==> src/rtl/bg_noise_estimator_pkg.sv <==
// Shared definitions for the background-noise estimator: lane geometry,
// FSM state encoding and lane bit-offset helpers.
package bg_noise_estimator_pkg;

    localparam int LANES    = 16;
    localparam int SAMPLE_W = 8;
    localparam int NOISE_W  = 16;

    typedef enum logic [1:0] {
        ST_IDLE    = 2'd0,
        ST_ACCUM   = 2'd1,
        ST_PUBLISH = 2'd2
    } bg_state_e;

    // Bit offset of lane i inside the packed sample word.
    function automatic int sample_lsb(input int i);
        return SAMPLE_W * i;
    endfunction

    // Bit offset of lane i inside the packed noise word.
    function automatic int noise_lsb(input int i);
        return NOISE_W * i;
    endfunction

endpackage

==> src/rtl/bg_lane_accumulator.sv <==
// One signed lane accumulator. Sums sign-extended samples and presents the
// floor-divided mean (arithmetic shift) sign-extended to the noise width.
module bg_lane_accumulator
    import bg_noise_estimator_pkg::*;
#(
    parameter int LOG2_PERIODS = 4
) (
    input  logic                clk,
    input  logic                rst_n,
    input  logic                clear,
    input  logic                add_en,
    input  logic [SAMPLE_W-1:0] sample,
    output logic [NOISE_W-1:0]  result
);

    // Wide enough for 2^LOG2_PERIODS full-scale samples, so it never wraps.
    localparam int ACC_W = SAMPLE_W + LOG2_PERIODS;

    logic signed [ACC_W-1:0]    acc_q;
    logic signed [ACC_W-1:0]    acc_d;
    logic signed [ACC_W-1:0]    sample_ext;
    logic signed [SAMPLE_W-1:0] mean;

    assign sample_ext = {{LOG2_PERIODS{sample[SAMPLE_W-1]}}, sample};

    // Clear has priority so a restart discards any beat on the same edge.
    always_comb begin
        acc_d = acc_q;
        if (clear) begin
            acc_d = '0;
        end else if (add_en) begin
            acc_d = acc_q + sample_ext;
        end
    end

    // Accumulator register.
    always_ff @(posedge clk or negedge rst_n) begin
        if (!rst_n) begin
            acc_q <= '0;
        end else begin
            acc_q <= acc_d;
        end
    end

    // The mean of SAMPLE_W-bit samples always fits in SAMPLE_W bits.
    assign mean   = SAMPLE_W'(acc_q >>> LOG2_PERIODS);
    assign result = {{(NOISE_W - SAMPLE_W){mean[SAMPLE_W-1]}}, mean};

endmodule

==> src/rtl/bg_noise_estimator.sv <==
// Background-noise estimator: averages 2^LOG2_PERIODS period beats across
// 16 lanes and publishes a complete 256-bit estimate atomically.
module bg_noise_estimator
    import bg_noise_estimator_pkg::*;
#(
    parameter int LOG2_PERIODS = 4
) (
    input  logic         clk,
    input  logic         rst_n,
    input  logic         start,
    input  logic         in_valid,
    input  logic [127:0] in_data,
    output logic         in_ready,
    output logic [255:0] bg_noise,
    output logic         bg_valid,
    output logic         bg_update,
    output logic         busy
);

    localparam int CNT_W = LOG2_PERIODS + 1;
    localparam logic [CNT_W-1:0] LAST_BEAT = CNT_W'((1 << LOG2_PERIODS) - 1);

    bg_state_e          state_q, state_d;
    logic [CNT_W-1:0]   cnt_q, cnt_d;
    logic [255:0]       bg_noise_q, bg_noise_d;
    logic               bg_valid_q, bg_valid_d;
    logic               bg_update_q, bg_update_d;

    logic               acc_clear;
    logic               acc_add;
    logic               publish;
    logic [255:0]       lane_word;

    // Lane datapath: one accumulator per lane, results packed into one word.
    for (genvar gi = 0; gi < LANES; gi++) begin : g_lane
        localparam int S_LSB = sample_lsb(gi);
        localparam int N_LSB = noise_lsb(gi);

        bg_lane_accumulator #(
            .LOG2_PERIODS(LOG2_PERIODS)
        ) u_lane (
            .clk    (clk),
            .rst_n  (rst_n),
            .clear  (acc_clear),
            .add_en (acc_add),
            .sample (in_data[S_LSB +: SAMPLE_W]),
            .result (lane_word[N_LSB +: NOISE_W])
        );
    end

    // Next-state and control: start always restarts into ACCUM and wins
    // over both a same-edge beat and a pending publish.
    always_comb begin
        state_d   = state_q;
        cnt_d     = cnt_q;
        acc_clear = 1'b0;
        acc_add   = 1'b0;
        publish   = 1'b0;
        case (state_q)
            ST_IDLE: begin
                if (start) begin
                    acc_clear = 1'b1;
                    cnt_d     = '0;
                    state_d   = ST_ACCUM;
                end
            end
            ST_ACCUM: begin
                if (start) begin
                    acc_clear = 1'b1;
                    cnt_d     = '0;
                end else if (in_valid) begin
                    acc_add = 1'b1;
                    cnt_d   = cnt_q + 1'b1;
                    if (cnt_q == LAST_BEAT) begin
                        state_d = ST_PUBLISH;
                    end
                end
            end
            ST_PUBLISH: begin
                if (start) begin
                    acc_clear = 1'b1;
                    cnt_d     = '0;
                    state_d   = ST_ACCUM;
                end else begin
                    publish = 1'b1;
                    state_d = ST_IDLE;
                end
            end
            default: begin
                state_d = ST_IDLE;
            end
        endcase
    end

    // Output register next values: the estimate word changes only on publish.
    always_comb begin
        bg_noise_d  = bg_noise_q;
        bg_valid_d  = bg_valid_q;
        bg_update_d = publish;
        if (publish) begin
            bg_noise_d = lane_word;
            bg_valid_d = 1'b1;
        end
    end

    // State, counter and output registers.
    always_ff @(posedge clk or negedge rst_n) begin
        if (!rst_n) begin
            state_q     <= ST_IDLE;
            cnt_q       <= '0;
            bg_noise_q  <= '0;
            bg_valid_q  <= 1'b0;
            bg_update_q <= 1'b0;
        end else begin
            state_q     <= state_d;
            cnt_q       <= cnt_d;
            bg_noise_q  <= bg_noise_d;
            bg_valid_q  <= bg_valid_d;
            bg_update_q <= bg_update_d;
        end
    end

    assign in_ready  = (state_q == ST_ACCUM);
    assign busy      = (state_q != ST_IDLE);
    assign bg_noise  = bg_noise_q;
    assign bg_valid  = bg_valid_q;
    assign bg_update = bg_update_q;

endmodule
==> config.mk <==
export PLATFORM = sky130hd
export DESIGN_NAME = bg_noise_estimator
export DESIGN_NICKNAME = d
export VERILOG_FILES = /design/src/rtl/bg_noise_estimator_pkg.sv /design/src/rtl/bg_lane_accumulator.sv /design/src/rtl/bg_noise_estimator.sv
export SDC_FILE = /design/constraint.sdc
export NUM_CORES = 1
export LEC_CHECK = 0
export CAP_MARGIN = 25
export CORE_ASPECT_RATIO = 0.8
export CORE_MARGIN = 1
export CORE_UTILIZATION = 60
export DETAILED_ROUTE_END_ITERATION = 10
export DONT_BUFFER_PORTS = 1
export PLACE_DENSITY_LB_ADDON = 0.1
export SLEW_MARGIN = 10
export SYNTH_ARGS = -nofsm -noshare
export SYNTH_HDL_FRONTEND = slang
export SYNTH_HIERARCHICAL = 1
export SYNTH_SLANG_ARGS = --single-unit
==> constraint.sdc <==
create_clock -name clk -period 6.15 [get_ports clk]
set_input_delay 0 -clock clk [delete_from_list [all_inputs] [get_ports clk]]
set_output_delay 0 -clock clk [all_outputs]
set_load 0.05 [all_outputs]
==> metrics.yaml, run 1 <==
yosysSeqAreaShare_pct: 40.4
area_growth_pct: 5.34
ir_drop_mv: 0.249
synthFlopType: "dfrtp_1"
fillers: 3537
hold_viol_final: 457
violations: "hold timing, slew limit"
reg2reg_slack_ns: 3.06
io_buffers: 0
postRouteAntennaNets: 0
antenna_found_initial: 4
cts-root-buf: "clkbuf_16"
synth_area_um2: 28300
chipHeight_um: 196
drt_pass1_iterations: 5
dpl.cell_count: 2904
grt.total_usage_pct: 25.3
cts_buffer_depth: 3
wire_per_inst_um: 19.5
fin_ws_ns: 3.06
drt_iter0_drc: 1192
hold_buffers: 138
status: "finished with violations"
synthCells: 2617
syn_avg_cell_area_um2: 10.8
syn_nets: 2943
vias: 19100
relSlewSlack_pct: -12.5
gp_congestion: 0.872
die_area_um2: 48000
grt_pass1_wl_mm: 99.6
synth-seq-cells: 457
initial_core_util_pct: 61.4
critPathLaunch: "state_q[0]"
rows: 70
drive_gt1_share_pct: 9.30
cts_buffers: 47
finClkSkew_ns: 0.00906
num-nets-final: 2807
max_slew.worst_pin.slew_ns: 1.69
routed_wl_mm: 61.1
crit_type: "reg -> reg"
synthArstFlopShare_pct: 100
insertion_delay_ns: 0.58
clk_pin_slew_worst_paths_ns: 0.06
postCtsSetupRepairBufs: 0
whs_ns: -0.884
yosys-top-cells-area: "dfrtp_1, mux2_1, ha_1"
drv_slew: 146
drv_cap: 0
required_ns: 6.61
synth_top_cell_area_share_pct: 40.4
cp_max_fo: 76
finalCritPeriodShare_pct: 50.2
cts_resized: 0
fmax_ghz: 0.324
cts.sinks: 457
tritoncts: "done"
synth_common_cells: "dfrtp_1, buf_4, mux2_1"
power_density_nw_per_um2: 247
synth.largest_area_cell: "dfrtp_1"
pin_count: 392
synth_edf_count: 0
final-setup-viol-count: 0
vias_per_cell: 6.10
grt_start_max_net_pins: 458
hold_path_class: "in -> async"
synth_most_common_cell: "dfrtp_1"
remaining_drc_errors: 0
netlist-cell-type-count: 58
cp-start-kind: "flop"
cp-end-kind: "flop"
core-area_um2: 46100
htree_levels: 2
placed_area_um2: 26800
setup_tns_ns: 0
grt_pass1_vias: 18900
yosys_warnings: 6
crit_arrival_ns: 3.54
p_leak_nw: 14.3
rsz0062_at_grt: "false"
final_cells: 3131
die_w_um: 245
min_period_ns: 3.09
finalInstanceArea_um2: 29800
grt.overflow.total: 0
place_ws_ns: 2.84
rr_startpoint: "state_q[0]"
hpwlAfterDp_mm: 41.0
## state kept, by name, indices dropped and copies added (netlist names)
| name | cells |
|---|---|
| bg_update | 1 |
| cnt_q | 5 |
| g_lane.u_lane/acc_q | 192 |
| bg_noise | 256 |
| state_q | 2 |
| bg_valid | 1 |
## placed cells by master, fill, tap and decap left out, types with 11 or more instances in the layout
master	Yosys	layout
a211o_1	26	26
a211oi_1	16	16
a211oi_2	16	16
a21o_1	29	29
a21oi_1	184	184
a31oi_1	16	16
a32oi_1	18	18
and2_1	17	17
and3_1	11	11
and4b_1	22	22
clkbuf_16	0	49
dfrtp_1	457	457
dlygate4sd3_1	0	138
fa_1	16	16
ha_1	178	178
inv_1	18	18
mux2_1	210	210
mux2_2	57	57
mux2i_1	96	96
nand2_1	177	177
nand3_1	28	28
nand3b_1	18	18
nand4_1	32	32
nand4b_1	21	21
nor2_1	167	166
nor2b_1	17	17
nor3b_1	23	23
nor4b_1	16	16
o211ai_1	34	34
o211ai_2	16	16
o21a_1	16	16
o21ai_0	31	31
o21ai_1	42	42
o21ai_2	16	16
o311ai_0	16	16
or3_1	21	21
xnor2_1	44	44
xor2_1	46	46
## worst paths after layout
path,cells after the start,to
max,7,g_lane[11].u_lane/acc_q[8]
min,0,bg_noise[28]
max reg2reg,7,g_lane[11].u_lane/acc_q[8]
min reg2reg,1,g_lane[2].u_lane/acc_q[8]
max in group asynchronous,0,cnt_q[1]
min in group clk,3,bg_noise[116]
## worst max-delay path, stage by stage, from the launching register on
cell and delay (ns):
dfrtp_1 0.66, nand3b_1 0.27, nor2_4 0.25, buf_12 0.25
buf_12 0.36, nor2_1 0.21, a211o_1 0.34, dlygate4sd3_1 0.55
## metrics by stage
stage               hold WS (ns)  util [%]  total power [mW]
CTS                       -0.915      64.6              7.43
global placement          -0.287      58.2              4.34
floorplan                 -0.296         -              4.40
detailed placement        -0.285      58.2              4.39
finish                    -0.884      64.7              7.37
global route              -0.911      64.7              7.71
## cell type report
class | count | area [µm²] | area share [%]
Multi-Input combinational cell | 1808 | 14400 | 48.4
Timing Repair Buffer | 149 | 1540 | 5.15
Clock buffer | 62 | 1330 | 4.45
Clock inverter | 22 | 235 | 0.790
Sequential cell | 457 | 11400 | 38.4
Inverter | 18 | 67.6 | 0.227
Antenna cell | 3 | 7.51 | 0.0252
Tap cell | 612 | 766 | 2.57
## routing by layer
metal	global-route usage [%]	wire length, µm
met5	0	35
met4	7.25	1390
met3	5.96	3860
met2	40.1	28300
met1	34.5	27500
## power breakdown
group          leakage [nW]  switching (mW)  internal (mW)  total [mW]
Combinational          7.23           0.673          0.526        1.20
Sequential             6.29           0.143           3.11        3.26
Clock                 0.751            1.23           1.69        2.91
Total                  14.3            2.04           5.33        7.37
## kinds of logic (layout without fill, tap and decap cells)
family                     after synthesis  after routing  share of synthesized area, %
xor gates and xnor gates                90             90                          2.79
AOI/OAI and AO/OA                      534            534                          13.2
DFF                                    457            457                          40.4
and+or+nand+nor                        627            627                          11.9
adders and majority gates              194            194                          9.01
other                                    0              3                             0
buffers and inverters                  352            251                          8.65
muxes                                  363            363                          14.0
No activity file was read; power rests on OpenSTA's default activity.
==> inputs of run 2 (changes only) <==
Clock period 6.15 ns to 2.5 ns, I/O delays scaled along.
==> run 2 against run 1 <==
Net effect:
- the flow still finishes with violations (hold timing, slew limit)
- count of clock-buffer cells in the layout stayed put
- combinational power increased by 150%
- sequential power grew 150%
- clock power up 150%
- cell area grew 0.44%
- wire length rose by 0.30%
- worst hold slack better by 0.0063 ns
- non-clock buffer count rose by 8
- total power grew 150%
==> metrics.yaml, run 2 (synthesis results as in run 1) <==
status: "finished with violations"
violations: "hold timing, slew limit"
final_core_util_pct: 64.9
ir_drop_mv: 0.658
postRouteAntennaNets: 0
cts_buffer_depth: 3
rr_startpoint: "g_lane[2].u_lane/acc_q[4]"
core-area_um2: 46100
postCtsSetupRepairBufs: 0
rsz0062_at_grt: "false"
htree_levels: 2
crit_slowest_cell: "dlygate4sd3_1"
rows: 70
slowest_delay_ns: 0.59
crit_type: "reg -> reg"
whs_ns: -0.877
area_growth_pct: 5.80
fmax_ghz: 0.419
clk_pin_slew_worst_paths_ns: 0.06
fillers: 3558
power_density_nw_per_um2: 608
grt.total_usage_pct: 25.3
cp_max_fo: 4
grt_pass1_wl_mm: 99.7
setup_tns_ns: 0
critical_path.cell_chain: "ha_2 -> a21oi_4 -> dlygate4sd3_1 -> o21ai_2 -> a21boi_2 -> nor4_1 -> or3_1"
reg2reg_slack_ns: 0.11
die_w_um: 245
grt.overflow.total: 0
fin_ws_ns: 0.111
hpwlAfterDp_mm: 41.9
p_leak_nw: 14.3
tritoncts: "done"
finClkSkew_ns: 0.0220
crit_arrival_ns: 2.83
crit_end: "g_lane[2].u_lane/acc_q[9]"
initial_core_util_pct: 61.4
largest_reg_flops: 256
wire_per_inst_um: 19.5
drt_iter0_drc: 1243
r2r-end: "g_lane[2].u_lane/acc_q[9]"
drv_cap: 0
final-setup-viol-count: 0
io_buffers: 0
num-nets-final: 2815
antenna_found_initial: 5
grt_pass1_vias: 18900
gp_congestion: 0.910
layout_common_cells: "dfrtp_1, mux2_1, a21oi_1"
drive_gt1_share_pct: 9.83
relSlewSlack_pct: -55.3
cp-end-kind: "flop"
multi_input_area_um2: 14400
drt_pass1_iterations: 7
layout_commonest_cell: "dfrtp_1"
cts_buffers: 47
pin_count: 392
die_area_um2: 48000
finalCritPeriodShare_pct: 95.6
max_slew.worst_pin.slew_ns: 2.33
hold_buffers: 133
reg2reg_depth: 7
critPathLaunch: "g_lane[2].u_lane/acc_q[4]"
cts-root-buf: "clkbuf_16"
insertion_delay_ns: 0.58
required_ns: 2.94
chipHeight_um: 196
vias: 19200
cts.sinks: 457
vias_per_cell: 6.10
cp-start-kind: "flop"
drv_slew: 312
grt_start_max_net_pins: 458
hold_viol_final: 457
place_ws_ns: 0.319
routed_wl_mm: 61.3
ff_latch_area_um2: 11400
hold_path_class: "in -> async"
min_period_ns: 2.39
remaining_drc_errors: 0
run 2: cell types whose count changed in the layout (fill, tap and decap cells not counted), moves of 2 or more:
cell	previous run	this run
dlygate4sd3_1	138	133
clkbuf_16	49	47
buf_12	6	10
buf_4	4	14
clkinv_2	9	6
bufinv_16	4	6
run 2: worst min-delay path by stage:
| stage | start | slack [ns] | depth (start not counted) | to |
|---|---|---|---|---|
| after floorplan | rst_n | -0.30 | 0 | bg_noise[0] |
| after global placement | rst_n | -0.29 | 0 | bg_noise[41] |
| after detailed placement | rst_n | -0.28 | 0 | bg_noise[46] |
| after CTS | rst_n | -0.91 | 0 | bg_noise[46] |
| after global routing | rst_n | -0.91 | 0 | bg_noise[46] |
| final | rst_n | -0.88 | 0 | bg_noise[46] |
run 2: metrics by stage:
step	std cells	total power [mW]	cell area (µm²)
final	3138	18.2	29900
after global routing	3137	19.0	29900
after CTS	3136	18.3	29900
after detailed placement	2919	10.8	27000
after global placement	2919	10.7	27000
after floorplan	2617	10.8	28300
run 2: area by class of cell:
cell class	count	area share [%]
multi-input combinational	1808	48.2
sequential	457	38.2
timing repair buffer	157	5.47
clock buffer	62	4.32
tap	612	2.56
clock inverter	22	0.970
inverter	18	0.226
antenna	2	0.0167
run 2: layer usage:
metal | track usage, % | up-vias | wire, µm
li1 | - | 9138 | -
met1 | 35.4 | 9461 | 28100
met2 | 40.0 | 462 | 28300
met3 | 5.32 | 82 | 3630
met4 | 6.74 | 8 | 1160
met5 | 0 | - | 47
run 2: power by group:
| group | leakage, nW | internal, mW | switching, mW |
|---|---|---|---|
| clock | 0.760 | 4.27 | 2.97 |
| sequential | 6.29 | 7.66 | 0.361 |
| combinational | 7.29 | 1.28 | 1.66 |
| total | 14.3 | 13.2 | 4.99 |
run 2: critical path: cells and delay by family, from the launching register on:
family | cells | cell delay, ns
AO/OA/AOI/OAI | 3 | 0.49
adder cells (fa/ha/maj) | 1 | 0.32
buffers and inverters | 1 | 0.59
flip-flops | 1 | 0.40
AND/OR/NAND/NOR | 2 | 0.45
run 2: timing repair:
action	CTS	global route
resized for setup	0	2
hold endpoints to repair	674	457
endpoints found under the setup margin	0	1
